$ cat src/rtl/pla_bist_pkg.sv
// pla_bist_pkg
//   Shared definitions for the PLA built-in self-test drivers: interface
//   widths, LFSR/MISR tap masks, the driver state encoding and the LFSR
//   step/seed helpers.
package pla_bist_pkg;

  localparam int unsigned PLA_IN_W  = 32;
  localparam int unsigned PLA_OUT_W = 20;

  // Tap masks: a set bit i means state bit i feeds the XOR feedback.
  // LFSR: x31 ^ x21 ^ x1 ^ x0.   MISR: m19 ^ m16.
  localparam logic [PLA_IN_W-1:0]  LFSR_TAPS = 32'h80200003;
  localparam logic [PLA_OUT_W-1:0] MISR_TAPS = 20'h90000;

  typedef enum logic [1:0] {
    IDLE = 2'd0,
    RUN  = 2'd1,
    DONE = 2'd2
  } bist_state_t;

  // One shift of the stimulus LFSR: shift left, feedback into bit 0.
  function automatic logic [PLA_IN_W-1:0] lfsr_step(input logic [PLA_IN_W-1:0] s);
    return {s[PLA_IN_W-2:0], ^(s & LFSR_TAPS)};
  endfunction

  // An all-zero LFSR would lock up, so a zero seed is replaced by 1.
  function automatic logic [PLA_IN_W-1:0] seed_fix(input logic [PLA_IN_W-1:0] s);
    return (s == '0) ? {{(PLA_IN_W-1){1'b0}}, 1'b1} : s;
  endfunction

endpackage

$ cat src/rtl/pla_bist_misr.sv
// pla_bist_misr
//   Multiple-input signature register. Each enabled cycle the register
//   shifts left with XOR feedback from the TAPS bits into bit 0, and the
//   parallel input word is XORed over the result.
// Ports
//   clk      clock
//   rst      asynchronous active-high reset, clears the signature
//   clr      synchronous clear (has priority over en)
//   en       absorb din this cycle
//   din      parallel data word to compress
//   sig      signature register
//   sig_next value sig takes on an enabled cycle (combinational)
module pla_bist_misr
  import pla_bist_pkg::*;
#(
  parameter int unsigned        DATA_W = PLA_OUT_W,
  parameter logic [DATA_W-1:0]  TAPS   = MISR_TAPS
) (
  input  logic              clk,
  input  logic              rst,
  input  logic              clr,
  input  logic              en,
  input  logic [DATA_W-1:0] din,
  output logic [DATA_W-1:0] sig,
  output logic [DATA_W-1:0] sig_next
);

  function automatic logic [DATA_W-1:0] misr_step(input logic [DATA_W-1:0] s,
                                                  input logic [DATA_W-1:0] d);
    return {s[DATA_W-2:0], ^(s & TAPS)} ^ d;
  endfunction

  always_comb sig_next = misr_step(sig, din);

  always_ff @(posedge clk or posedge rst) begin
    if (rst) begin
      sig <= '0;
    end else if (clr) begin
      sig <= '0;
    end else if (en) begin
      sig <= sig_next;
    end
  end

endmodule

$ cat src/rtl/pla_bist_driver.sv
// pla_bist_driver
//   BIST driver for a 32-input / 20-output combinational PLA. A run applies
//   NUM_VECTORS LFSR patterns on pla_x, compresses the PLA response pla_z
//   into a MISR and, at the end, compares the signature with expected_sig.
// Parameters
//   NUM_VECTORS vectors per run (1..65535)
//   SEED        LFSR start state (0 is replaced by 1)
//   CNT_W       vector counter width, 2**CNT_W > NUM_VECTORS
// Ports
//   clk, rst      clock, asynchronous active-high reset
//   start, abort  one-cycle control pulses (abort wins when both are high)
//   expected_sig  golden signature, held stable while done=1
//   pla_z         PLA outputs z00..z19
//   pla_x         PLA inputs x00..x31, straight from the LFSR register
//   busy, done    high in RUN / DONE respectively
//   pass          signature match result, valid while done=1
//   signature     MISR contents, kept visible until the next start or rst
module pla_bist_driver
  import pla_bist_pkg::*;
#(
  parameter int unsigned         NUM_VECTORS = 1024,
  parameter logic [PLA_IN_W-1:0] SEED        = 32'h00000001,
  parameter int unsigned         CNT_W       = 16
) (
  input  logic                 clk,
  input  logic                 rst,
  input  logic                 start,
  input  logic                 abort,
  input  logic [PLA_OUT_W-1:0] expected_sig,
  input  logic [PLA_OUT_W-1:0] pla_z,
  output logic [PLA_IN_W-1:0]  pla_x,
  output logic                 busy,
  output logic                 done,
  output logic                 pass,
  output logic [PLA_OUT_W-1:0] signature
);

  localparam logic [PLA_IN_W-1:0] SEED_EFF = seed_fix(SEED);
  localparam logic [CNT_W-1:0]    LAST     = CNT_W'(NUM_VECTORS - 1);

  bist_state_t           state;
  logic [PLA_IN_W-1:0]   lfsr;
  logic [CNT_W-1:0]      cnt;
  logic                  misr_clr;
  logic                  misr_en;
  logic [PLA_OUT_W-1:0]  sig_next;

  assign pla_x = lfsr;

  // The PLA is purely combinational, so z for the current pla_x is absorbed
  // on the same edge that advances the LFSR. An aborted cycle absorbs nothing.
  always_comb begin
    misr_clr = 1'b0;
    misr_en  = 1'b0;
    case (state)
      IDLE:    misr_clr = start;
      RUN:     misr_en  = ~abort;
      DONE:    misr_clr = start & ~abort;
      default: begin
        misr_clr = 1'b0;
        misr_en  = 1'b0;
      end
    endcase
  end

  pla_bist_misr #(
    .DATA_W (PLA_OUT_W),
    .TAPS   (MISR_TAPS)
  ) u_misr (
    .clk      (clk),
    .rst      (rst),
    .clr      (misr_clr),
    .en       (misr_en),
    .din      (pla_z),
    .sig      (signature),
    .sig_next (sig_next)
  );

  always_ff @(posedge clk or posedge rst) begin
    if (rst) begin
      state <= IDLE;
      lfsr  <= '0;
      cnt   <= '0;
      busy  <= 1'b0;
      done  <= 1'b0;
      pass  <= 1'b0;
    end else begin
      case (state)
        IDLE: begin
          if (start) begin
            lfsr  <= SEED_EFF;
            cnt   <= '0;
            busy  <= 1'b1;
            state <= RUN;
          end
        end

        RUN: begin
          if (abort) begin
            busy  <= 1'b0;
            state <= IDLE;
          end else begin
            // The LFSR also steps on the final vector; that value is never used.
            lfsr <= lfsr_step(lfsr);
            cnt  <= cnt + CNT_W'(1);
            if (cnt == LAST) begin
              busy  <= 1'b0;
              done  <= 1'b1;
              // Compare against the signature being written this edge so that
              // pass is valid in the same cycle done rises.
              pass  <= (sig_next == expected_sig);
              state <= DONE;
            end
          end
        end

        DONE: begin
          if (abort) begin
            done  <= 1'b0;
            pass  <= 1'b0;
            state <= IDLE;
          end else if (start) begin
            lfsr  <= SEED_EFF;
            cnt   <= '0;
            busy  <= 1'b1;
            done  <= 1'b0;
            pass  <= 1'b0;
            state <= RUN;
          end
        end

        default: begin
          busy  <= 1'b0;
          done  <= 1'b0;
          pass  <= 1'b0;
          state <= IDLE;
        end
      endcase
    end
  end

endmodule

$ cat config.mk
export PLATFORM = sky130hd
export DESIGN_NAME = pla_bist_driver
export DESIGN_NICKNAME = d
export VERILOG_FILES = /design/src/rtl/pla_bist_pkg.sv /design/src/rtl/pla_bist_misr.sv /design/src/rtl/pla_bist_driver.sv
export SDC_FILE = /design/constraint.sdc
export NUM_CORES = 1
export LEC_CHECK = 0
export CELL_PAD_IN_SITES_DETAIL_PLACEMENT = 0
export CELL_PAD_IN_SITES_GLOBAL_PLACEMENT = 2
export CORE_UTILIZATION = 33
export DETAILED_ROUTE_END_ITERATION = 10
export PLACE_DENSITY = 0.95
export REMOVE_ABC_BUFFERS = 1
export SYNTH_ARGS = -nofsm -noshare
export SYNTH_HDL_FRONTEND = slang
export SYNTH_SLANG_ARGS = --single-unit
$ cat constraint.sdc
create_clock -name clk -period 4.61 [get_ports clk]
set_input_delay 0.6915 -clock clk [delete_from_list [all_inputs] [get_ports clk]]
set_output_delay 0.6915 -clock clk [all_outputs]
set_load 0.03 [all_outputs]
Word level (Yosys, flattened, before mapping)
Index checks and enable logic that the tools add are counted.
{ "word_totals": {"regBits": 73, "latchBits": 0, "ramBits": 0, "romBits": 0, "in_bits": 44, "word_cells": 59, "mem_count": 0} }
{ "classes": {"add_sub_neg": 1, "multipliers": 0, "div_mod_pow": 0, "order_cmp": 0, "n_eq_ne": 9, "n_shift": 0, "muxes": 30, "n_bitwise": 4, "n_reduce_logical": 8} }
{ "ops": {"columns": ["op", "n"], "rows": [
  ["2-to-1 mux 32 bit", 3],
  ["case mux 32 bit (3 select lines)", 1],
  ["2-to-1 mux 16 bit", 3],
  ["case mux 16 bit (3 select lines)", 1],
  ["2-to-1 mux 20 bit", 2],
  ["parity 32 bit", 1],
  ["equality test 20 bit", 1],
  ["parity 20 bit", 1],
  ["bitwise XOR 20 bit", 1],
  ["adder 16 x 1 -> 16 bit, second input constant", 1],
  ["equality test 16 x 10 -> 1 bit, second input constant", 1],
  ["2-to-1 mux 1 bit", 11],
  ["case mux 1 bit (3 select lines)", 3],
  ["2-to-1 mux 2 bit", 4],
  ["inequality test 2 bit, second input constant", 3],
  ["inequality test 3 bit, second input constant", 2],
  ["case mux 2 bit (3 select lines)", 1],
  ["AND reduction 4 bit", 1],
  ["AND reduction 3 bit", 1],
  ["nonzero test 3 bit", 1],
  ["equality test 2 x 1 -> 1 bit, second input constant", 1],
  ["equality test 2 bit, second input constant", 1],
  ["logical NOT 2 bit", 1],
  ["inverter 1 bit", 2],
  ["4 further kinds", 4]
]} }

Longest topological paths before layout
{ "logic_depth": {"ltp_word": 6, "mapped_depth": 7, "mapped_depth_nobuf": 5} }

By module
Synthesis repeated with hierarchy kept, for this count alone.
{ "hier_totals": {"hier_cells": 369, "area_unflattened_um2": 3579.7} }
{ "by_module_without_submodules": {"columns": ["module", "n_inst", "cells_per_inst", "area_each_um2"], "rows": [
  ["pla_bist_driver", 1, 284, 2586.2],
  ["pla_bist_misr", 1, 85, 993.5]
]} }

Worst setup path before layout
OpenSTA, ideal clock, no wires.
{ "synth_timing": {"kind": "in2reg", "startpoint": "in abort", "endpoint": "reg pass", "setup_ns": 0.066, "arrival_ns": 1.941, "path_slack_ns": 2.603, "cell_stages": 5, "path_cell_list": "or3b_2 -> buf_2 -> or4_1 -> nor2_1 -> a31o_1"} }
{ "synth_between": {"elab_chain_cells": 2} }
{ "synth_lines": {"columns": ["item", "line", "source"], "rows": [
  ["start, declared", "pla_bist_driver.sv:28", "input logic abort,"],
  ["inequality test 3 bit (no source line), or another cell as far along", null, null],
  ["AND reduction 4 bit (no source line) or case mux 1 bit (3 select lines) (tied branches)", null, null],
  ["end signal, assigned", "pla_bist_driver.sv:111", "pass <= (sig_next == expected_sig);"],
  ["end, declared", "pla_bist_driver.sv:34", "output logic pass,"]
]} }
Parallel ways exist; a longest one is shown, timed or not.
A chain may end at the register's enable or synchronous reset.

Worst setup path after layout
{ "layout_timing": {"startpoint": "in abort", "endpoint": "reg lfsr[0] (netlist: pla_x[0])"} }
{ "layout_between": {"elab_chain_cells": 2} }
{ "layout_lines": {"columns": ["item", "line", "source"], "rows": [
  ["inequality test 2 bit (no source line)", null, null],
  ["AND reduction 3 bit (no source line) (*)", null, null],
  ["end signal, assigned", "pla_bist_driver.sv:104", "lfsr <= lfsr_step(lfsr);"],
  ["end, declared", "pla_bist_driver.sv:42", "logic [PLA_IN_W-1:0] lfsr;"]
]} }
Every way passes the cells marked *; elsewhere a longest branch is shown, timed or not.

==> metrics.md <==
| Metric | Value |
|---|---|
| Standard cell with the maximum stage delay on the critical path | a31oi_4 |
| Area post-placement | 0.00470 mm2 |
| Worst path top cell family by delay | buffers and inverters |
| Number of detailed-routing iterations run before antenna repair | 4 |
| Clock latency on the worst-skew pair | 0.36 ns |
| Post-synthesis share of cell area spent on xor and xnor gates | 19.2% |
| Number of unique standard cell types used by synthesis | 36 |
| Number of fill cells | 980 |
| Maximum single-stage delay on the critical path | 0.68 ns |
| Combinational Power Share | 32.3% |
| Core Footprint | 0.0104 mm2 |
| Reg-to-reg critical path endpoint | pass |
| Wire length reported by the detailed router | 8360 um |
| Share of power burned in registers | 41.1% |
| RSZ-0062 raised after global routing | no |
| Internal power consumption | 1280 uW |
| Most frequent cells in the layout | clkdlybuf4s50_1, dfrtp_1, a22o_1 |
| Syn_area_per_cell | 11.8 um2 |
| Maximum fanout along the worst path | 33 |
| Worst setup path category | primary input to register |
| Final hold violation count | 0 |
| Launch instance of the worst min-delay path | busy |
| Level count of the clock H-tree | 3 |
| Gate Count Post-Synth | 304 |
| Static leakage power | 0.00209 uW |
| Final core occ | 47.1% |
| Sw power | 652 uW |
| Dominant combinational cell family by area after synthesis | XOR/XNOR gates |
| Worst reg-to-reg path cell count | 4 |
| Clock skew | 0.0107 ns |
| # Post-CTS Setup Buffers | 0 |
| Summed area of non-filler cells in the final layout | 0.00491 mm2 |
| Time the final worst path needs with I/O delays and setup | 2.45 ns |
| Min-Delay Path Class | register to register |
| Number of stages on the worst hold path | 1 |
| Vertical die dimension | 106 um |
| Worst-case register-to-register setup slack | 2.58 ns |
| Multiplexer fraction of the synthesized cell area | 0% |
| Power density over the cells | 394 mW/mm2 |
| Outcome | finished, final reports clean |
| Top-level I/O count | 99 |
| Slew at the pin closest to its max-slew limit | 0.800 ns |
| Max Freq | 0.408 GHz |
| Portion of the clock cycle consumed by the worst path in the final layout | 53.2% |
| Row count | 37 |
| Clock edge transition at the registers on the reported setup and hold paths | 0.08 ns |
| Data arrival time at the worst-slack endpoint | 2.71 ns |
| Starting density of the core | 34.4% |
| Fraction of final layout cells sized beyond drive strength 1 | 6.67% |
| RD Place Congestion | 0.777 |
| Worst path most repeated cell | nand2_1 |
| Crit start category | primary input |
| Overall overflow remaining after global route | 0 |
| Critical path required time | 4.86 ns |
| Maximum vdd ir drop | 0.170 mV |
| Leading cell type in the layout, fill and taps excluded | clkdlybuf4s50_1 |
| Maximum clock path buffer count | 2 |
| HPWL after detailed placement | 5930 um |
| Vias in the first global route | 2,706 |
| Min-Delay Endpoint | busy |
| MaxCap Viol Count | 0 |
| Number of gates resized after cts | 0 |
| Violation count after the first detailed-routing iteration | 107 |
| Root Driver | clkbuf_8 |
| Post-DR wirelength/cell | 15.5 um |
| Crit path buf inv count | 2 |
| Worst setup slack before clock tree synthesis | 1.74 ns |
| Clock buffer count from CTS | 9 |
| Count of final max-slew check failures | 0 |
| Post-synth design cell area | 0.00358 mm2 |
| Die footprint | 0.0113 mm2 |
| Proportion of synthesized chip area in sequential cells | 51.0% |
| Switching part of the total | 33.7% |
| Post-cts hold buffer count | 0 |
| Post-synthesis share of cell area spent on and, or, nand and nor gates | 11.6% |
| Port buffer count | 98 |
| Portion of total power attributed to the clock network | 26.6% |
| Synthesis warning total | 0 |
| Fraction of the mapped netlist area in adder cells | 0.350% |
| Endpoint kind of the worst setup timing path | register |
| Count of vias placed by the detailed router | 2,686 |
| Total clock sinks | 73 |
| Maximum number of pins on one net before global-route repair | 46 |
| Final WS setup | 2.16 ns |
| Compound-cell area share of the yosys netlist | 15.4% |
| Area growth, synth to finish | 37.1% |
| Total of flip-flops plus latches after synthesis | 73 |
| Worst hold-check slack | 0.500 ns |
| Final setup viols | 0 |
| Post-layout nets | 445 |
| Diode count | 0 |
| Cell-by-cell listing of the critical path | clkdlybuf4s50_1 > nand2_1 > a31oi_4 > buf_4 > a211o_1 > nand2_1 |
| Max transition margin | 46.7% |
| Remaining design rule violation count | 0 |
| Horizontal die dimension | 106 um |
| Number of antenna violations at the first check in global routing | 0 |
| TritonCTS clock tree | done |
| Overall power | 1940 uW |
| Overall fraction of global-route tracks in use | 16.1% |
| Post-route antenna net violation count | 0 |
| Via density per instance | 4.96 |
| Wire length of the first global-routing pass | 13,800 um |
| Beginning of the worst register-to-register path | state[1] |
metal layers:
| metal | track usage [%] | vias up | part of all wire, % |
|---|---|---|---|
| li1 | - | 1303 | - |
| met1 | 21.2 | 1311 | 45 |
| met2 | 25.6 | 63 | 49 |
| met3 | 3.92 | 9 | 4.1 |
| met4 | 5.65 | 0 | 1.3 |
| met5 | 0 | - | 0 |
cells by family (layout without fill, tap and decap cells):
group | count (synthesis) | count (layout)
AO/OA/AOI/OAI | 77 | 77
XOR/XNOR | 50 | 50
adder cells (fa/ha/maj) | 1 | 1
buffers and inverters | 21 | 122
flip-flops | 73 | 73
AND/OR/NAND/NOR | 82 | 82
power by group through the flow:
stage | clock, uW | sequential (uW) | combinational, uW
6_report | 515 | 795 | 625
5_1_grt | 561 | 808 | 670
4_1_cts | 530 | 796 | 635
3_5_place_dp | 0 | 806 | 632
3_3_place_gp | 0 | 804 | 622
2_1_floorplan | 0 | 911 | 276
how the worst max path moves through the flow:
stage          endpoint  cells after the start  start  slack [ns]
6_report       pla_x[0]                      6  abort        2.16
3_3_place_gp   pla_x[0]                      6  abort        1.79
2_1_floorplan   cnt[11]                      4  abort       -1.67
5_1_grt        pla_x[0]                      6  abort        2.02
3_5_place_dp   pla_x[0]                      6  abort        1.74
4_1_cts        pla_x[0]                      6  abort        2.13
cells in the mapped netlist:
cell type | instances | area (um2)
dfrtp_1 | 73 | 1830
a22o_1 | 30 | 263
nand2_1 | 29 | 109
xnor2_1 | 28 | 245
o21ai_0 | 22 | 110
xnor3_1 | 18 | 405
nor2_1 | 17 | 63.8
clkbuf_1 | 10 | 37.5
a21oi_1 | 6 | 30.0
buf_2 | 6 | 30.0
nand4_1 | 6 | 37.5
nor4_1 | 6 | 37.5
o31ai_1 | 6 | 45.0
or4_1 | 6 | 45.0
a211oi_1 | 5 | 37.5
inv_1 | 5 | 18.8
nand3_1 | 4 | 20.0
xor2_1 | 4 | 35.0
or3_1 | 3 | 18.8
and3_1 | 2 | 12.5
nor3_1 | 2 | 10.0
or4_4 | 2 | 22.5
a211o_1 | 1 | 8.76
a21o_1 | 1 | 7.51
a21o_2 | 1 | 8.76
a22oi_1 | 1 | 7.51
a31o_1 | 1 | 8.76
a31oi_1 | 1 | 6.26
ha_1 | 1 | 12.5
nand2b_1 | 1 | 6.26
nor3b_1 | 1 | 7.51
o211a_1 | 1 | 10.0
o211ai_1 | 1 | 7.51
or2_2 | 1 | 6.26
or3b_2 | 1 | 8.76
or4bb_1 | 1 | 11.3
state kept, by name (all words and copies together) (netlist names):
register,flops
pass,1
done,1
busy,1
pla_x,32
u_misr.sig,20
cnt,16
state,2
layout make-up:
class,count,area [um2],share of cell area (%)
clock inverters,7,77.6,1.58
inverters,5,18.8,0.383
well taps,136,170,3.47
repair buffers,101,1000,20.5
clock buffers,9,124,2.52
flip-flops and latches,73,1830,37.2
multi-input cells,210,1690,34.4
per-stage QoR:
stage	setup TNS [ns]	std cells
floorplan	-65.84	288
global placement	0	525
detailed placement	0	525
CTS	0	541
global route	0	541
finish	0	541
No activity file was read; power rests on OpenSTA's default activity.
